## src/rtl/mccoy_prog_sequencer.sv

```systemverilog
// mccoy_prog_sequencer: program store and run controller for the McCoy core.
// Ports: load_valid/load_data/load_ready program load; start/stop/step run control;
//   core_pc in, core_instr/core_clk_en/core_reset to the core; busy/halted/cycle_cnt status.
// Optional: define MCCOY_SEQ_BREAKPOINT_EN to add bp_addr/bp_enable breakpoint ports.
module mccoy_prog_sequencer #(
  parameter int DEPTH = 32,
  parameter int AW = 5,
  parameter logic [5:0] FILL = 6'b000000,
  parameter int HALT_REPEAT = 2
) (
  input  logic        clk,
  input  logic        reset,
  input  logic        load_valid,
  input  logic [5:0]  load_data,
  output logic        load_ready,
  input  logic        start,
  input  logic        stop,
  input  logic        step,
  input  logic [7:0]  core_pc,
`ifdef MCCOY_SEQ_BREAKPOINT_EN
  input  logic [7:0]  bp_addr,
  input  logic        bp_enable,
`endif
  output logic [5:0]  core_instr,
  output logic        core_clk_en,
  output logic        core_reset,
  output logic        busy,
  output logic        halted,
  output logic [15:0] cycle_cnt
);
  typedef enum logic [2:0] {IDLE, CRST, RUN, PAUSE, STEP, HALT} state_t;
  state_t state_q;
  logic [AW:0] wr_ptr_q;
  logic [15:0] cycle_cnt_q;
  logic [7:0] same_cnt_q, prev_pc_q;
  logic [5:0] mem [DEPTH];
  logic exec, match, halt_hit, bp_hit;
  assign exec = state_q == RUN || state_q == STEP;
  assign match = core_pc == prev_pc_q;
  assign halt_hit = match && same_cnt_q == 8'(HALT_REPEAT - 1);
`ifdef MCCOY_SEQ_BREAKPOINT_EN
  // bp_skip_q suppresses a re-trigger after resuming until core_pc leaves bp_addr
  logic bp_skip_q;
  assign bp_hit = bp_enable && core_pc == bp_addr && !bp_skip_q;
  always_ff @(posedge clk)
    if (!reset) bp_skip_q <= 1'b0;
    else if (exec) bp_skip_q <= bp_hit || (bp_skip_q && core_pc == bp_addr);
`else
  assign bp_hit = 1'b0;
`endif
  assign load_ready = state_q == IDLE && wr_ptr_q != (AW+1)'(DEPTH);
  // pc below wr_ptr implies pc below DEPTH, so no separate range check is needed
  assign core_instr = (state_q == IDLE || state_q == CRST || {1'b0, core_pc} >= 9'(wr_ptr_q))
                      ? FILL : mem[core_pc[AW-1:0]];
  assign core_clk_en = state_q == CRST || exec;
  assign busy = core_clk_en;
  assign core_reset = state_q == IDLE || state_q == CRST;
  assign halted = state_q == HALT;
  assign cycle_cnt = cycle_cnt_q;
  always_ff @(posedge clk)
    if (reset && load_valid && load_ready) mem[wr_ptr_q[AW-1:0]] <= load_data;
  always_ff @(posedge clk) begin
    if (!reset) begin
      state_q <= IDLE;
      wr_ptr_q <= '0;
      cycle_cnt_q <= '0;
      same_cnt_q <= '0;
      prev_pc_q <= '0;
    end else begin
      if (exec) begin
        cycle_cnt_q <= cycle_cnt_q + 16'(cycle_cnt_q != 16'hFFFF);
        same_cnt_q <= match ? same_cnt_q + 8'd1 : 8'd0;
        prev_pc_q <= core_pc;
      end
      case (state_q)
        IDLE: begin
          if (load_valid && load_ready) wr_ptr_q <= wr_ptr_q + (AW+1)'(1);
          if (start && wr_ptr_q != '0) begin
            state_q <= CRST;
            cycle_cnt_q <= '0;
          end
        end
        CRST: begin
          state_q <= RUN;
          same_cnt_q <= '0;
        end
        RUN: state_q <= (stop || bp_hit) ? PAUSE : halt_hit ? HALT : RUN;
        PAUSE: state_q <= stop ? IDLE : step ? STEP : start ? RUN : PAUSE;
        STEP: state_q <= halt_hit ? HALT : PAUSE;
        HALT: begin
          if (stop) begin
            state_q <= IDLE;
            wr_ptr_q <= '0;
          end else if (start) begin
            state_q <= CRST;
            cycle_cnt_q <= '0;
          end
        end
        default: state_q <= IDLE;
      endcase
    end
  end
endmodule

```

## config.mk

```make
export PLATFORM = sky130hd
export DESIGN_NAME = mccoy_prog_sequencer
export DESIGN_NICKNAME = d
export VERILOG_FILES = /design/src/rtl/mccoy_prog_sequencer.sv
export SDC_FILE = /design/constraint.sdc
export NUM_CORES = 1
export LEC_CHECK = 0
export CORE_ASPECT_RATIO = 1.1
export CORE_MARGIN = 5
export CORE_UTILIZATION = 50
export DETAILED_ROUTE_END_ITERATION = 10
export PLACE_DENSITY = 0.64
export SYNTH_ARGS = -nofsm -noshare
export SYNTH_HDL_FRONTEND = slang
export SYNTH_SLANG_ARGS = --single-unit
```

## constraint.sdc

```tcl
create_clock -name clk -period 2.98 [get_ports clk]
set_input_delay 0.596 -clock clk [delete_from_list [all_inputs] [get_ports clk]]
set_output_delay 0.596 -clock clk [all_outputs]
set_load 0.01 [all_outputs]
```

# After elaboration in Yosys (flattened, before gate mapping)
# Memory sizes are Yosys's and may differ from the RTL's.
# Index checks and enable logic that the tools add are counted.
[word_totals]
n_memories = 1
ramBits = 192
romBits = 0
elab_cells = 62
latch_bits = 0
input_bits = 20
register_bits = 41
out_inout_bits = 27
[memory_table]
columns = ["name", "depth", "word_bits", "rd", "rd_ports_with_merged_regs", "wr", "line_no", "text"]
rows = [
  ["mem", 32, 6, 1, 0, 1, "36", "logic [5:0] mem [DEPTH];"],
]
[op_classes]
order_cmp = 1
n_div = 0
n_mux = 22
bitwise = 1
n_eq_ne = 13
add_sub_neg = 3
multipliers = 0
n_reduce_logical = 16
n_shift = 0
[ops]
columns = ["operator", "count"]
rows = [
  ["$mux 16", 4],
  ["$pmux 16 s2", 1],
  ["$mux 3", 8],
  ["$mux 6", 3],
  ["$pmux 3 s6", 1],
  ["$add 16x1->16", 1],
  ["$ne 16x16->1 const B", 1],
  ["$pmux 6 s2", 1],
  ["$add 8x1->8 const B", 1],
  ["$eq 8x1->1 const B", 1],
  ["$eq 8x8->1", 1],
  ["$ge 8x6->1", 1],
  ["$mux 8", 1],
  ["$add 6x1->6 const B", 1],
  ["$eq 3x2->1 const B", 2],
  ["$eq 3x3->1 const B", 2],
  ["$logic_and 1x1->1", 6],
  ["$ne 6x6->1 const B", 1],
  ["$reduce_bool 6->1", 1],
  ["$logic_or 1x1->1", 4],
  ["$ne 2x1->1 const B", 2],
  ["$eq 3x1->1 const B", 1],
  ["$logic_not 3->1", 1],
  ["$mux 1", 3],
  ["7 further kinds", 7],
]

# Longest topological paths before layout
# Gate-level depths: netlist of run 1.
[depth]
ltp_word = 6
depth_mapped = 10
mapped_depth_nobuf = 9

# Worst setup path after synthesis of run 1
# Ideal clock, no wire load.
[synth_path]
kind = "input-to-output"
from = "input port core_pc[0]"
to = "output port core_instr[0]"
required_ns = 2.384
setup_slack_ns = 0.160
cell_stages = 9
t_arrival_ns = 2.224
path_cell_list = "buf_4 -> buf_2 -> inv_1 -> ha_1 -> nand2b_1 -> a21o_1 -> a21oi_1 -> o21a_1 -> and3_1"
[synth_between]
elab_chain_cells = 3
[synth_rtl]
columns = ["element", "line_no", "text"]
rows = [
  ["start, declared", "19", "input logic [7:0] core_pc,"],
  ["$ge 8x6->1", "53", "assign core_instr = (state_q == IDLE || state_q == CRST || {1'b0, core_pc} >= 9'(wr_ptr_q))"],
  ["$logic_or 1x1->1", "53", ""],
  ["$mux 6 *", "54", "? FILL : mem[core_pc[AW-1:0]];"],
  ["end, declared", "24", "output logic [5:0] core_instr,"],
]
# Mark *: on every way between the ends. The rest lies on a longest branch, timed or not.

# Worst setup path after layout of run 1
[layout_path]
from = "input port core_pc[7]"
to = "output port core_instr[2]"
[layout_between]
elab_chain_cells = 3
[layout_rtl]
columns = ["element", "line_no"]
rows = [
  ["$ge 8x6->1", "53"],
  ["$logic_or 1x1->1", "53"],
  ["$mux 6", "54"],
]
# Every way passes these cells.

==> summary.md, run 1 <==
| Metric | Value |
|---|---|
| Status | `finished, final reports clean` |
| LEAKAGE | `3.86 nW` |
| Synth area leaders | `edfxtp_1, mux4_2, dfxtp_1` |
| Vias post-DR | `5,753` |
| Vias in the first global route | `5,841` |
| Yosys warnings | `0` |
| Slew @ Worst Pin | `0.676 ns` |
| DR pass1 iterations | `5` |
| Final net count | `763` |
| Worst skew pair latency | `0.51 ns` |
| Crit path cell chain | `clkdlybuf4s50_1, or4_4, a21oi_2, o21a_4, and3_4, clkdlybuf4s15_2` |
| Top-area cell type share of the netlist area | `59.1%` |
| CTS tree | `yes` |
| Die ar. | `0.0224 mm²` |
| Max-cap viol count | `0` |
| Io pins | `47` |
| Mapped Cells | `635` |
| PD cells | `587 mW/mm²` |
| Root Driver | `clkbuf_16` |
| GRT Residual Overflow | `0` |
| Skew final | `0.0113 ns` |
| Post-synth ARST share | `0%` |
| Pre-CTS WS | `-0.537 ns` |
| DR iter-0 viols | `271` |
| Seq cells post-synth | `233` |
| Antenna Nets Post-Route | `0` |
| Most frequent cells in the layout | `edfxtp_1, nor2_1, mux4_2` |
| Max Fclk | `0.339 GHz` |
| First-pass GRT wire length | `33,000 µm` |
| Setup violators final | `0` |
| TNS Setup | `0 ns` |
| Period minus WS final | `2.95 ns` |
| Max IR drop VDD | `0.494 mV` |
| Post-synth EDFFs | `192` |
| FILL cells | `1,377` |
| Avg Inst Size Synth | `15.4 µm²` |
| FF+latch area | `0.00659 mm²` |
| Placed wire-length estimate | `14,300 µm` |
| HP Class | `register to register` |
| Most area-hungry cell type in the Yosys netlist | `edfxtp_1` |
| Final period util | `98.9%` |
| ANT cells | `0` |
| Starting Density | `50.9%` |
| Top FF cell, synth | `edfxtp_1` |
| Area of the multi-input gates | `0.00312 mm²` |
| Clock Sinks | `233` |
| Share of cells above drive strength 1 | `22.7%` |
| Via density | `5.80` |
| CP Buf/Inv Count | `2` |
| Pin count of the biggest net entering global routing | `33` |
| Required @ worst endpoint | `2.38 ns` |
| Reg clk slew, reported paths | `0.06 ns` |
| # DRC | `0` |
| Crit path launch type | `primary input` |
| H-tree Lvls | `1` |
| Core area | `0.0192 mm²` |
| Max Slew Vio Count | `0` |
| Area grow syn2layout | `20.6%` |
| Rows | `53` |
| Initial antenna violation count | `0` |
| Crit-path slowest cell | `or4_4` |
| Yosys cell types | `45` |
| Arrival time worst endpoint | `2.35 ns` |
| Overall routed net length | `21,300 µm` |
| Worst-path maximum fanout | `6` |
| Relative slew margins | `54.5%` |
| CP Class | `primary input to primary output` |
| Final WS setup | `0.0327 ns` |
| Routability Congestion | `0.911` |
| Crit-path max cell delay | `0.57 ns` |
| Cell Area, Synth | `0.00976 mm²` |
| Port bufs | `46` |
| Routed len/inst | `21.4 µm` |
| Worst Setup End Kind | `primary output` |
| Final Hold Vio Count | `0` |
| Vert. Die Dim | `157 µm` |
| Die width | `143 µm` |
| Cell family with most CP delay | `simple AND/OR/NAND/NOR gates` |
| Syn Nets | `669` |
| Cts bufs inserted | `23` |
| CTS Buffer Depth | `3` |
| Total GRT Usage | `19.2%` |
| Hold Buf Count CTS | `0` |
| Most common cell after layout, fill and taps aside | `edfxtp_1` |
| Post-synthesis sequential area ratio | `67.5%` |
-- worst paths after layout --
path / endpoint / slack (ns) / depth (start not counted) / start
setup / recovery: core_instr[2] / 0.03 / 6 / core_pc[7]
hold / removal: prev_pc_q[0]$_SDFFE_PN0N_ / 0.49 / 2 / prev_pc_q[0]$_SDFFE_PN0N_
setup reg to reg: mem[3][0]$_DFFE_PP_ / 0.27 / 8 / wr_ptr_q[0]$_SDFFE_PN0P_
hold reg to reg: prev_pc_q[0]$_SDFFE_PN0N_ / 0.49 / 2 / prev_pc_q[0]$_SDFFE_PN0N_
-- state kept, by name, summed over array words and instances, names as in the netlist --
signal / count
same_cnt_q: 8
mem: 192
cycle_cnt: 16
prev_pc_q: 8
wr_ptr_q: 6
state_q: 3
-- per-stage QoR --
step	util [%]	instance area, µm²	hold slack [ns]	std cells	power (W)
4_1_cts	60.6	11600	0.497	985	0.00694
3_5_place_dp	56.4	10800	0.488	944	0.00406
5_1_grt	61.4	11800	0.534	992	0.00715
2_1_floorplan	-	9760	0.471	635	0.00385
3_3_place_gp	56.4	10800	0.478	944	0.00405
6_report	61.4	11800	0.494	992	0.00691
-- cell type report --
class | count | share of cell area, %
Multi-Input combinational cell | 360 | 26.5
Tap cell | 247 | 2.63
Inverter | 11 | 0.351
Timing Repair Buffer | 100 | 8.06
Clock inverter | 15 | 1.46
Sequential cell | 233 | 56.0
Clock buffer | 26 | 4.99
-- report_power, final --
part / internal [W] / leakage, nW / switching, W
sequential: 0.00354 / 2.06 / 0.00000836
combinational: 0.000214 / 1.45 / 0.000264
clock: 0.00169 / 0.350 / 0.00120
total: 0.00544 / 3.86 / 0.00147
-- cells by family after synthesis --
family | Yosys count | synth area share, %
mux | 63 | 12.6
flops | 233 | 67.5
compound gates | 65 | 4.28
simple gates | 185 | 8.99
xor+xnor | 33 | 2.96
fa+ha+maj | 14 | 1.80
buf+inv | 42 | 1.85
-- repair_timing --
action                     4_1_cts  5_1_grt
resized for setup               28       25
hold endpoints to repair         0        0
cloned                           0        0
setup endpoints to repair        7        7
setup buffers                    0        7
pin swaps                        2        3
-- tightest hold or removal path, cell delays in order, from the launching register on --
cell and delay [ns]:
dfxtp_1 0.31, o21ai_0 0.06, a21boi_0 0.07
-- cell usage after synthesis (10+ instances only) --
master,n
mux4_2,48
ha_1,14
nor2_1,73
dfxtp_1,41
nand2_1,37
o22ai_1,10
clkbuf_1,11
o21ai_0,16
xor2_1,10
xnor2_1,23
buf_2,12
and3_1,14
a21oi_1,12
inv_1,11
edfxtp_1,192
mux2i_1,15
nand3_1,25
-- metal layers --
layer	track usage, %	wire length [µm]
met5	0	0
met4	5.70	582
met3	3.79	1510
met2	31.8	10400
met1	26.2	8790
Note: power is estimated with default switching activity, not from simulation.
==> run 2, diff against run 1 <==
- CORE_UTILIZATION: 50 -> 60
- PLACE_DENSITY: 0.64 -> 0.75
- RECOVER_POWER: default -> 25
==> summary.md, run 2 (same netlist as run 1, synthesis figures left out) <==
| Metric | Value |
|---|---|
| Max Slew Vio Count | `0 (unchanged)` |
| # DRC | `0 (unchanged)` |
| Worst Reg-to-Reg Cells | `7 (-1)` |
| FILL cells | `1,011 (-27%)` |
| Worst-path maximum fanout | `5 (-1)` |
| Status | `finished with violations` |
| DR pass1 iterations | `5 (unchanged)` |
| Starting Density | `60.3% (+9.4 points)` |
| Routability Congestion | `0.866 (-4.9%)` |
| Reg2reg setup slack | `0.16 ns (-0.11 ns)` |
| Most common cell after layout, fill and taps aside | `edfxtp_1` |
| TNS Setup | `-0.00416 ns (-0.00416 ns)` |
| Max IR drop VDD | `0.497 mV (+0.65%)` |
| Io pins | `47 (unchanged)` |
| Pin count of the biggest net entering global routing | `33 (unchanged)` |
| Die ar. | `0.0189 mm² (-16%)` |
| Crit path capture | `core_instr[1]` |
| ANT cells | `0 (unchanged)` |
| Worst Setup End Kind | `primary output` |
| HP Class | `register to register` |
| Vias in the first global route | `6,005 (+2.8%)` |
| Max-cap viol count | `0 (unchanged)` |
| Vias post-DR | `5,780 (+0.47%)` |
| Hold depth | `2 (unchanged)` |
| PD cells | `576 mW/mm² (-1.9%)` |
| Final net count | `768 (+0.66%)` |
| Final WS setup | `-0.00416 ns (-0.0369 ns)` |
| Period minus WS final | `2.98 ns (+0.0369 ns)` |
| R2R Path End | `mem[24][3]$_DFFE_PP_` |
| Reg2Reg Launch Point | `wr_ptr_q[1]$_SDFFE_PN0P_` |
| Relative slew margins | `0.391% (-54 points)` |
| Hold Buf Count CTS | `0 (unchanged)` |
| Share of cells above drive strength 1 | `21.2% (-1.5 points)` |
| RSZ-0062 raised after global routing | `true` |
| Worst Setup SP | `wr_ptr_q[5]$_SDFFE_PN0P_` |
| Core area | `0.0162 mm² (-16%)` |
| Root Driver | `clkbuf_16` |
| Area grow syn2layout | `18.7%` |
| First-pass GRT wire length | `32,600 µm (-1.3%)` |
| FF+latch area | `0.00659 mm² (about the same)` |
| Worst skew pair latency | `0.51 ns (about the same)` |
| Clock Sinks | `233 (unchanged)` |
| CP Class | `register to primary output` |
| Skew final | `0.0259 ns (+0.0146 ns)` |
| Crit path launch type | `register` |
| Die width | `132 µm (-8.1%)` |
| Arrival time worst endpoint | `2.39 ns (+0.04 ns)` |
| H-tree Lvls | `1 (unchanged)` |
| Max Fclk | `0.335 GHz (-1.2%)` |
| Number of flip-flops in the largest register | `192 (unchanged)` |
| LEAKAGE | `3.85 nW (-0.29%)` |
| Final period util | `100% (+1.2 points)` |
| Slew @ Worst Pin | `1.49 ns (+0.818 ns)` |
| Placed wire-length estimate | `13,900 µm (-2.7%)` |
| CTS tree | `yes` |
| Final core utilization | `71.5% (+10 points)` |
| Overall routed net length | `20,500 µm (-3.5%)` |
| Antenna Nets Post-Route | `0 (unchanged)` |
| Total GRT Usage | `21.9% (+2.6 points)` |
| Reg clk slew, reported paths | `0.06 ns (about the same)` |
| DP Cell Count | `907 (-3.9%)` |
| GRT Residual Overflow | `0 (unchanged)` |
| Pre-CTS WS | `-0.505 ns (+0.0322 ns)` |
| Required @ worst endpoint | `2.38 ns (about the same)` |
| DR iter-0 viols | `414 (+53%)` |
| Hold_ws | `0.496 ns (+0.00160 ns)` |
| Most frequent cells in the layout | `edfxtp_1, nor2_1, mux4_2` |
| Violated checks | `setup timing` |
| Vert. Die Dim | `144 µm (-8.2%)` |
| Routed len/inst | `21.5 µm (+0.23%)` |
| Cts bufs inserted | `23 (unchanged)` |
| Area of the multi-input gates | `0.00307 mm² (-1.6%)` |
| Via density | `6.05 (+4.4%)` |
| Non-Filler Instances | `955 (-3.7%)` |
| Rows | `49 (-7.5%)` |
| Initial antenna violation count | `0 (unchanged)` |
| Setup violators final | `1 (+1)` |
| Final Hold Vio Count | `0 (unchanged)` |
| CTS Buffer Depth | `3 (unchanged)` |
| Port bufs | `46 (unchanged)` |
==> run 2: cell type report <==
type                       instances  share of cell area, %
sequential                       233                   56.9
inverter                          11                  0.357
clock inverter                    11                  0.713
multi-input combinational        360                   26.5
clock buffer                      31                   5.23
timing repair buffer             105                   8.09
tap                              204                   2.20
==> run 2: worst max-delay path, cell delays in order, from the launching register on <==
cell,delay (ns)
dfxtp_2,0.34
inv_2,0.04
ha_1,0.17
or4_4,0.55
a21oi_2,0.12
o21a_2,0.19
buf_6,0.12
buf_4,0.09
and3_1,0.14
buf_2,0.13
==> run 2: repair_timing <==
action / in CTS / in global routing
hold endpoints to repair: 0 / 0
endpoints found under the setup margin: 7 / 23
setup buffers: 3 / 3
pin swaps: 1 / 2
resized for setup: 27 / 20
==> run 2: per-layer routing <==
metal / vias to the layer above / part of all wire, % / GRT usage (%)
met2: 252 / 51 / 38.2
met3: 37 / 7.7 / 4.13
li1: 2638 / - / -
met4: 0 / 2.1 / 5.63
met5: - / 0 / 0
met1: 2853 / 39 / 28.8
==> run 2: where the power goes <==
part | switching, W | internal, W
registers | 0.00000839 | 0.00354
logic | 0.000255 | 0.000206
clock network | 0.00114 | 0.00152
==> run 2: worst min path at each step <==
stage / slack [ns] / startpoint / end
6_report: 0.50 / prev_pc_q[6]$_SDFFE_PN0N_ / prev_pc_q[6]$_SDFFE_PN0N_
5_1_grt: 0.55 / prev_pc_q[6]$_SDFFE_PN0N_ / prev_pc_q[6]$_SDFFE_PN0N_
4_1_cts: 0.50 / prev_pc_q[6]$_SDFFE_PN0N_ / prev_pc_q[6]$_SDFFE_PN0N_
3_5_place_dp: 0.49 / prev_pc_q[5]$_SDFFE_PN0N_ / prev_pc_q[5]$_SDFFE_PN0N_
3_3_place_gp: 0.48 / prev_pc_q[6]$_SDFFE_PN0N_ / prev_pc_q[6]$_SDFFE_PN0N_
2_1_floorplan: 0.47 / prev_pc_q[0]$_SDFFE_PN0N_ / prev_pc_q[0]$_SDFFE_PN0N_
==> run 2: stage by stage <==
stage	area (µm²)	power (W)
floorplan	9760	0.00385
global placement	10800	0.00405
detailed placement	10800	0.00406
CTS	11500	0.00670
global route	11600	0.00689
finish	11600	0.00667
